File: src/rtl/au_wb_buffer.sv
// Write-back result buffer between arithmetic unit and register file: circular FIFO.
// Optional bypass lookup of buffered results compiled with `define AU_WB_BYPASS_EN.
module au_wb_buffer #(
    parameter int unsigned DEPTH  = 4,
    parameter int unsigned DATA_W = 32
) (
    input  logic                       CLK,
    input  logic                       nRST,
    input  logic                       in_valid,
    output logic                       in_ready,
    input  logic [DATA_W-1:0]          in_wdata,
    input  logic [4:0]                 in_rd,
    input  logic                       in_wen,
    input  logic                       flush,
    output logic                       wb_valid,
    input  logic                       wb_ready,
    output logic [DATA_W-1:0]          wb_wdata,
    output logic [4:0]                 wb_rd,
    output logic [$clog2(DEPTH):0]     count,
    input  logic [4:0]                 byp_rs,
    output logic                       byp_hit,
    output logic [DATA_W-1:0]          byp_data
);

    localparam int unsigned PTR_W = $clog2(DEPTH);
    localparam int unsigned CNT_W = PTR_W + 1;

    logic [DATA_W-1:0] data_mem [DEPTH];
    logic [4:0]        rd_mem   [DEPTH];
    logic [PTR_W-1:0]  head;
    logic [PTR_W-1:0]  tail;
    logic [CNT_W-1:0]  count_q;
    logic              push;
    logic              pop;

    assign count    = count_q;
    assign in_ready = (count_q < CNT_W'(DEPTH));
    assign wb_valid = (count_q != '0);
    assign wb_wdata = data_mem[head];
    assign wb_rd    = rd_mem[head];

    // Handshakes with in_wen=0 or in_rd=0 are accepted but never occupy an entry.
    assign push = in_valid & in_ready & in_wen & (in_rd != 5'd0) & ~flush;
    assign pop  = wb_valid & wb_ready & ~flush;

    // Storage is cleared on reset so the head outputs read 0 out of reset.
    always_ff @(posedge CLK or negedge nRST) begin
        if (!nRST) begin
            head    <= '0;
            tail    <= '0;
            count_q <= '0;
            for (int unsigned i = 0; i < DEPTH; i++) begin
                data_mem[i] <= '0;
                rd_mem[i]   <= '0;
            end
        end else if (flush) begin
            head    <= '0;
            tail    <= '0;
            count_q <= '0;
        end else begin
            if (push) begin
                data_mem[tail] <= in_wdata;
                rd_mem[tail]   <= in_rd;
                tail           <= tail + 1'b1;
            end
            if (pop) begin
                head <= head + 1'b1;
            end
            case ({push, pop})
                2'b10:   count_q <= count_q + 1'b1;
                2'b01:   count_q <= count_q - 1'b1;
                default: count_q <= count_q;
            endcase
        end
    end

`ifdef AU_WB_BYPASS_EN
    logic [PTR_W-1:0] slot;

    // Walk entries oldest to youngest so the last match wins.
    always_comb begin
        byp_hit  = 1'b0;
        byp_data = '0;
        slot     = '0;
        if (byp_rs != 5'd0) begin
            for (int unsigned i = 0; i < DEPTH; i++) begin
                slot = head + PTR_W'(i);
                if ((CNT_W'(i) < count_q) && (rd_mem[slot] == byp_rs)) begin
                    byp_hit  = 1'b1;
                    byp_data = data_mem[slot];
                end
            end
        end
    end
`else
    logic unused_byp_rs;

    assign unused_byp_rs = ^byp_rs;
    assign byp_hit       = 1'b0;
    assign byp_data      = '0;
`endif

endmodule

File: config.mk
export PLATFORM = sky130hd
export DESIGN_NAME = au_wb_buffer
export DESIGN_NICKNAME = d
export VERILOG_FILES = /design/src/rtl/au_wb_buffer.sv
export SDC_FILE = /design/constraint.sdc
export NUM_CORES = 1
export LEC_CHECK = 0
export ABC_AREA = 0
export CORE_MARGIN = 1
export CORE_UTILIZATION = 24
export CTS_BUF_LIST = sky130_fd_sc_hd__clkbuf_8
export DETAILED_ROUTE_END_ITERATION = 8
export GPL_TIMING_DRIVEN = 0
export PLACE_DENSITY = 0.39
export REMOVE_ABC_BUFFERS = 1
export SLEW_MARGIN = 20
export SYNTH_ARGS = -nofsm -noshare
export SYNTH_HDL_FRONTEND = slang
export SYNTH_SLANG_ARGS = --single-unit
File: constraint.sdc
create_clock -name CLK -period 4.97 [get_ports CLK]
set_input_delay 1.491 -clock CLK [delete_from_list [all_inputs] [get_ports CLK]]
set_output_delay 1.491 -clock CLK [all_outputs]
set_load 0.01 [all_outputs]
Word level (Yosys, flattened, before mapping)
Index checks and enable logic that the tools add are counted.

Bits in registers: 155. Bits of input ports: 48. Output and inout bits: 75. Word-level logic and storage cells: 55.

Add/subtract/negate cells: 4. Magnitude comparators: 4. Eq/ne operators: 2. Muxes and demuxes: 18. Bitwise logic cells: 9. Reduce and logical (&&, ||, !) cells: 7.

Operators by type and width (number): 128-bit bitwise mux (1); 32-bit two-way mux (3); 32-bit binary-select mux with 2-bit select (1); 32-bit demux with 2-bit select (1); 20-bit bitwise mux (1); 5-bit two-way mux (3); 5-bit binary-select mux with 2-bit select (1); 5-bit demux with 2-bit select (1); 2-bit two-way mux (4); 1-bit bitwise AND (6); 3-bit greater-or-equal comparator, second input constant (2); 2-bit inverter with 3-bit output (2); 3-bit case mux with 2 select lines (1); 3-bit nonzero test (2); 5-bit nonzero test (1); 2-bit by 1-bit adder with 2-bit output, second input constant (2); 2-bit nonzero test (2); 3-bit by 1-bit adder with 3-bit output, second input constant (1); 3-bit by 1-bit less-than comparator with 1-bit output, second input constant (1); 3-bit less-than comparator, second input constant (1); 3-bit two-way mux (1); 3-bit by 1-bit subtractor with 3-bit output, second input constant (1); 2-bit by 1-bit equality test with 1-bit output, second input constant (1); 2-bit equality test, second input constant (1); 3 further kinds (3).

Logic depth before layout (Yosys ltp)
Gate-level depths: netlist of run 1.

Word-level depth: 8. Gate-level depth with buffers: 9.

Worst setup path after synthesis of run 1
No wires, ideal clock.

Kind: input -> register. Start: input in_rd[0]. End: register count_q[1], in the netlist count[1]. Arrival time: 3.420 ns. Path slack: 1.396 ns. Cell stages on the path: 9. Path buffers: 1. Cells stage by stage: or4_1 o2111a_2 buf_6 nor3_1 fa_1 nand2b_1 nor2_1 o21ai_0 o311ai_0.

Word-level cells in the longest chain between the ends: 6. Elaborated cells on any way between the ends: 8.

RTL lines: from (decl) (RTL line 12) `input logic [4:0] in_rd,`; 5-bit nonzero test * (RTL line 43) `assign push = in_valid & in_ready & in_wen & (in_rd != 5'd0) & ~flush;`; 1-bit bitwise AND * (2 in a row) (RTL line 43); 2-bit by 1-bit equality test with 1-bit output or 2-bit equality test (tied branches) (RTL line 69) `case ({push, pop})`; 3-bit case mux with 2 select lines (RTL line 69); 3-bit two-way mux (RTL line 56) `end else if (flush) begin`; to (signal assigned) (RTL line 70) `2'b10: count_q <= count_q + 1'b1;`; to (signal assigned) (RTL line 71) `2'b01: count_q <= count_q - 1'b1;`; to (signal assigned) (RTL line 72) `default: count_q <= count_q;`; to (decl) (RTL line 32) `logic [CNT_W-1:0] count_q;`.

Mark *: on every way between the ends. The rest lies on a longest branch, timed or not. A chain may end at the register's enable or synchronous reset.

Worst setup path after layout of run 1
Start: register head[0]. End: output wb_wdata[1].

Word-level cells in the longest chain between the ends: 4.

RTL lines: from (decl) (RTL line 30) `logic [PTR_W-1:0] head;`; from (signal assigned) (RTL line 67) `head <= head + 1'b1;`; 2-bit inverter with 3-bit output (implied by the code) (RTL line 39) `assign wb_wdata = data_mem[head];`; 32-bit binary-select mux with 2-bit select (RTL line 39); 32-bit two-way mux (implied by the code) (2 in a row) (RTL line 39); to (decl) (RTL line 17) `output logic [DATA_W-1:0] wb_wdata,`.

No other way between the ends. The select of a mux whose other input is x is not followed.

==> results of run 1 <==
[synthesized netlist by cell type, drive strengths merged]
cell / count
o311ai: 1
fa: 1
nand2: 1
o31ai: 1
xnor3: 1
nand3b: 4
nor3b: 1
xnor2: 2
a31oi: 1
nor3: 1
clkbuf: 3
inv: 3
or3: 1
mux4: 37
o21ai: 2
o2111a: 1
buf: 56
mux2: 148
mux2i: 1
nor2: 6
xor2: 1
dfrtp: 155
conb: 1
o31a: 1
nand2b: 1
nand3: 1
ha: 4
or4b: 1
or4: 2
[per-stage QoR]
| stage | setup slack (ns) | util | power, W | hold WS (ns) | setup TNS [ns] |
|---|---|---|---|---|---|
| after floorplan | 1.15 | - | 0.00273 | 0.460 | 0 |
| after global placement | -4.09 | 0.281 | 0.00348 | 0.469 | -746.90 |
| after detailed placement | 0.500 | 0.290 | 0.00354 | 0.480 | 0 |
| after CTS | 0.789 | 0.305 | 0.00464 | 0.501 | 0 |
| after global routing | 0.731 | 0.305 | 0.00482 | 0.511 | 0 |
| final | 0.912 | 0.305 | 0.00453 | 0.495 | 0 |
[registers in the layout, summed over array words and instances (netlist names)]
name and flops:
count 3, data_mem 128, head 2, rd_mem 20, tail 2
[worst reg2reg max path: cells and delay by family, from the launching register on]
family                   cells  cell delay [ns]
adder cells (fa/ha/maj)      1             0.42
AO/OA/AOI/OAI                2             0.72
AND/OR/NAND/NOR              2             0.66
flip-flops                   1             0.46
[cell type report]
class                      instances  area [um2]
tap                              384         480
inverter                           3        11.3
timing repair buffer             102        1090
clock inverter                    14         194
multi-input combinational        254        2920
fill                            2847       20100
clock buffer                      17         234
sequential                       155        3890
[power breakdown]
| part | switching [W] | total (W) | leakage [nW] | internal [W] |
|---|---|---|---|---|
| clock | 0.000507 | 0.00106 | 0.218 | 0.000548 |
| sequential | 0.000251 | 0.00188 | 2.02 | 0.00163 |
| combinational | 0.000558 | 0.00160 | 1.65 | 0.00104 |
[per-layer routing]
layer / vias up / share of wire / GRT usage / routed length [um]
li1: 1741 / - / - / -
met2: 74 / 0.51 / 0.189 / 8210
met4: 0 / 0.013 / 0.0362 / 201
met5: - / 0 / 0 / 0
met3: 12 / 0.035 / 0.0293 / 567
met1: 2095 / 0.44 / 0.143 / 7080
[logic make-up (layout without fill, tap and decap cells)]
| family | Yosys count | in the layout |
|---|---|---|
| adder cells (fa/ha/maj) | 5 | 5 |
| flip-flops | 155 | 155 |
| multiplexers | 186 | 186 |
| buffers and inverters | 62 | 136 |
| AND/OR/NAND/NOR | 19 | 19 |
| other | 1 | 33 |
| XOR/XNOR | 4 | 4 |
| AO/OA/AOI/OAI | 7 | 7 |
[path summary, 6_finish.rpt]
kind	from	end	slack [ns]
setup / recovery	head[0]$_DFFE_PN0P_	wb_wdata[1]	0.91
hold / removal	data_mem[67]$_DFFE_PN0P_	data_mem[67]$_DFFE_PN0P_	0.50
setup reg to reg	count[2]$_DFFE_PN0P_	count[2]$_DFFE_PN0P_	2.62
hold reg to reg	data_mem[67]$_DFFE_PN0P_	data_mem[67]$_DFFE_PN0P_	0.50
max in group asynchronous	nRST	data_mem[90]$_DFFE_PN0P_	3.16
min in group asynchronous	nRST	rd_mem[17]$_DFFE_PN0P_	0.98
==> results.tsv, run 1 <==
metric	value	unit
drt_iter0_markers	147	
holdPathStages	1	
synth_top_family_by_area	multiplexers	
powerDensity	514	mW/mm2
path_class	reg -> out	
path_clk_slew	0.08	ns
cts_buffers	17	
cts_setup_buffers	0	
grt_pass1_wl	25.7	mm
firstDrtPassIters	4	
cts_tree	built	
mostFrequentLayoutCell	dfrtp_1	
ys_ff_latch	155	
crit_cells	3	
synth_area	0.00713	mm2
diodes	0	
core.rowCount	62	
drc	0	
tightest_slew	0.709	ns
io_pins	123	
dieArea	0.0304	mm2
synth_mux_area_frac	0.352	
ctsRootBufferMaster	clkbuf_8	
yosys_warnings	0	
place_area	0.00839	mm2
viasPerCell	4.22	
synth_compound_area_frac	0.00755	
yosysUniqueCellTypes	34	
startpoint_type	flip-flop	
layout_common_cells	dfrtp_1 (153), mux2_2 (123), clkdlybuf4s50_1 (83)	
portBuffers	84	
cts_resized	0	
gp_congestion	0.680	
synth_xor_xnor_area_share	0.00685	
rsz0062_at_grt	false	
critPathTopFamily	buffers and inverters	
start_util	0.246	
slew-limit-headroom	0.527	
clkSinkCount	155	
core	0.0289	mm2
cts_buffer_depth	2	
grt-ovfl-total	0	
ys_seq_area_frac	0.544	
hold_path_class	reg -> reg	
slowest_delay	0.75	ns
clock-skew-final	0.0149	ns
final_cells	929	
period_share	0.816	
avgRoutedWirePerCell	17.3	um
die_h	174	um
grt_max_degree	86	
avgSynthCellArea	16.2	um2
cts.hold.buffers_added	0	
crit_fanout	21	
fin_nets	586	
slowest_stage	dfrtp_4	
fin_crit	4.06	ns
fmax	0.246	GHz
die_width	174	um
dp_cells	898	
slew_violations	0	
end_kind	output port	
ant_nets	0	
outcome	finished clean	
wirelength	16.1	mm
critPathBufInv	2	
gr-usage-all-layers	0.113	
netlist.area_leader.share	0.544	
crit_chain	buf_12, mux4_2, clkdlybuf4s50_1	
synthCells	439	
yosysTopAreaCell	dfrtp_1	
worstPathRequired	3.48	ns
htreeDepth	4	
grt_pass1_vias	4391	
timing.critical_path.arrival	2.57	ns
drive_above_1_share	0.389	
ir_drop	0.189	mV
clk_latency	0.44	ns
synthAdderAreaFrac	0.00983	
antenna_found_initial	0	
p_leak	3.89	nW
synthTopCellsByArea	dfrtp_1 (54%), mux2_2 (19%), mux4_2 (12%)	
fin_area	0.00882	mm2
ff2ff_path_depth	5	
final_hold_viol_count	0	
dp_hpwl	10.7	mm
synth-simple-area-share	0.0156	
maxCapViolations	0	
setup_viol	0	
syn_to_final_growth	23.7	%
vias	3922	
(Power assumes the default switching activity.)
==> inputs of run 2 (changes only) <==
clock period = 3.83 ns   (was 4.97 ns; I/O delays follow)
==> run 2 against run 1 <==
  * Register-to-register slack worse by 1.1 ns
  * Total power rose by 30%
  * Routed wire length increased by 0.53%
  * Setup slack worse by 0.68 ns
  * Die area unchanged
  * First-iteration DRC count decreased by 4.1%
  * Sequential cell count unchanged
  * Via count increased by 1.0%
  * Utilization rose by 0.052 points
  * Largest cell class unchanged
  * Highest routed layer unchanged
==> results.tsv, run 2 (synthesis gave the netlist of run 1 again) <==
metric	value	unit	change
gr-usage-all-layers	0.114		+0.000663
crit_start	in_rd[0]		
grt_max_degree	86		unchanged
period_share	0.940		
dp_slack	-0.298	ns	-0.798 ns
diodes	0		unchanged
die_width	174	um	unchanged
wl_met1	7.22	mm	+2.0%
p_leak	3.90	nW	+0.19%
drive_above_1_share	0.390		+0.00112
ff2ff_path_depth	5		unchanged
avgRoutedWirePerCell	17.4	um	+0.42%
path_class	in -> reg		
clkPwrFrac	0.232		about the same
htreeDepth	4		unchanged
clkSinkCount	155		unchanged
ant_nets	0		unchanged
path_clk_slew	0.07	ns	about the same
cts_tree	built		
rsz0062_at_grt	false		
place_area	0.00839	mm2	unchanged
worstReg2RegEnd	count[2]$_DFFE_PN0P_		
final_hold_viol_count	0		unchanged
worstPathRequired	4.15	ns	+0.67 ns
viasPerCell	4.26		+0.91%
fin_nets	587		+0.17%
grt_pass1_vias	4401		+0.23%
reg2reg_slack	1.49	ns	-1.13 ns
syn_to_final_growth	23.9	%	
core.rowCount	62		unchanged
maxCapViolations	0		unchanged
dp_hpwl	10.7	mm	unchanged
netSwitchingFraction	0.291		about the same
gp_congestion	0.680		unchanged
layout_common_cells	dfrtp_1 (153), mux2_2 (123), clkdlybuf4s50_1 (83)		
vias	3962		+1.0%
setup_viol	0		unchanged
finalWorstSetupSlack	0.231	ns	-0.681 ns
tightest_slew	0.710	ns	+0.00148 ns
fin_util	0.305		+0.000519
outcome	finished clean		
fin_area	0.00883	mm2	+0.17%
io_pins	123		unchanged
pwr-share-comb	0.359		+0.007
mostFrequentLayoutCell	dfrtp_1		
clock-skew-final	0.0151	ns	+0.000190 ns
top_layer_used	met4		
hold_path_class	reg -> reg		
fillers	2846		-0.035%
wl_met3	575	um	+1.4%
ir_drop	0.246	mV	+30%
core	0.0289	mm2	unchanged
firstDrtPassIters	4		unchanged
p_seq_frac	0.409		-0.006
drt_iter0_markers	141		-4.1%
startpoint_type	input port		
antenna_found_initial	0		unchanged
worst_setup_path_endpoint	data_mem[32]$_DFFE_PN0P_		
powerDensity	668	mW/mm2	+30%
largest_reg_flops	128		unchanged
timing.rr.start	count[1]$_DFFE_PN0P_		
grt_pass1_wl	25.8	mm	+0.51%
start_util	0.246		unchanged
timing.setup.tns	0	ns	unchanged
crit_fanout	13		-38%
slew-limit-headroom	0.526		-0.000986
clk_latency	0.44	ns	about the same
met2_length	8.14	mm	-0.78%
fin_crit	3.60	ns	
drc	0		unchanged
dieArea	0.0304	mm2	unchanged
finalPower	0.00590	W	+30%
cts_buffers	17		unchanged
timing.critical_path.arrival	3.92	ns	+1.35 ns
slew_violations	0		unchanged
switchingPower	0.00172	W	+30%
cts_buffer_depth	2		unchanged
end_kind	flip-flop		
fmax	0.278	GHz	
wirelength	16.1	mm	+0.53%
die_h	174	um	unchanged
portBuffers	84		unchanged
grt-ovfl-total	0		unchanged
ctsRootBufferMaster	clkbuf_8		
p_int	0.00418	W	+30%
largest-register	data_mem		
run 2: cell count changes in the layout (fill, tap and decap cells not counted), sizes merged:
cell  delta
buf      +1
run 2: critical path, stage by stage:
cell and delay, ns:
clkdlybuf4s50_1 0.50, or4_1 0.62, o2111a_2 0.39, nand3b_1 0.49, buf_6 0.24, buf_8 0.17, mux2_2 0.34
run 2: layout make-up:
type / count / area (um2) / share of cell area
multi-input cells: 254 / 2920 / 0.330
clock buffers: 17 / 234 / 0.0265
inverters: 3 / 11.3 / 0.00128
clock inverters: 14 / 194 / 0.0220
repair buffers: 103 / 1110 / 0.125
well taps: 384 / 480 / 0.0544
flip-flops and latches: 155 / 3890 / 0.440
run 2: per-stage QoR:
step	hold slack, ns	instances
floorplan	0.460	412
global placement	0.469	880
detailed placement	0.480	898
CTS	0.501	930
global route	0.511	930
finish	0.495	930
run 2: worst min path at each step:
stage / start / endpoint / slack [ns] / depth (start not counted)
5_1_grt: data_mem[3]$_DFFE_PN0P_ / data_mem[3]$_DFFE_PN0P_ / 0.51 / 1
3_3_place_gp: data_mem[89]$_DFFE_PN0P_ / data_mem[89]$_DFFE_PN0P_ / 0.47 / 1
6_report: data_mem[67]$_DFFE_PN0P_ / data_mem[67]$_DFFE_PN0P_ / 0.50 / 1
4_1_cts: data_mem[90]$_DFFE_PN0P_ / data_mem[90]$_DFFE_PN0P_ / 0.50 / 1
2_1_floorplan: data_mem[64]$_DFFE_PN0P_ / data_mem[64]$_DFFE_PN0P_ / 0.46 / 1
3_5_place_dp: data_mem[94]$_DFFE_PN0P_ / data_mem[94]$_DFFE_PN0P_ / 0.48 / 1
run 2: power groups by stage:
stage | clock network, W | registers (W) | logic [W]
detailed placement | 0 | 0.00248 | 0.00211
CTS | 0.00145 | 0.00242 | 0.00217
global route | 0.00151 | 0.00249 | 0.00228
floorplan | 0 | 0.00239 | 0.00115
finish | 0.00137 | 0.00241 | 0.00212
global placement | 0 | 0.00251 | 0.00201
run 2: per-layer routing:
| layer | track usage | vias up |
|---|---|---|
| met5 | 0 | - |
| met4 | 0.0362 | 0 |
| met3 | 0.0293 | 12 |
| met2 | 0.189 | 76 |
| met1 | 0.145 | 2130 |
| li1 | - | 1744 |
run 2: timing repair:
item	CTS	global route
endpoints found under the setup margin	2	0
hold buffers	0	0
buffers inserted	1	0
resized for setup	0	0
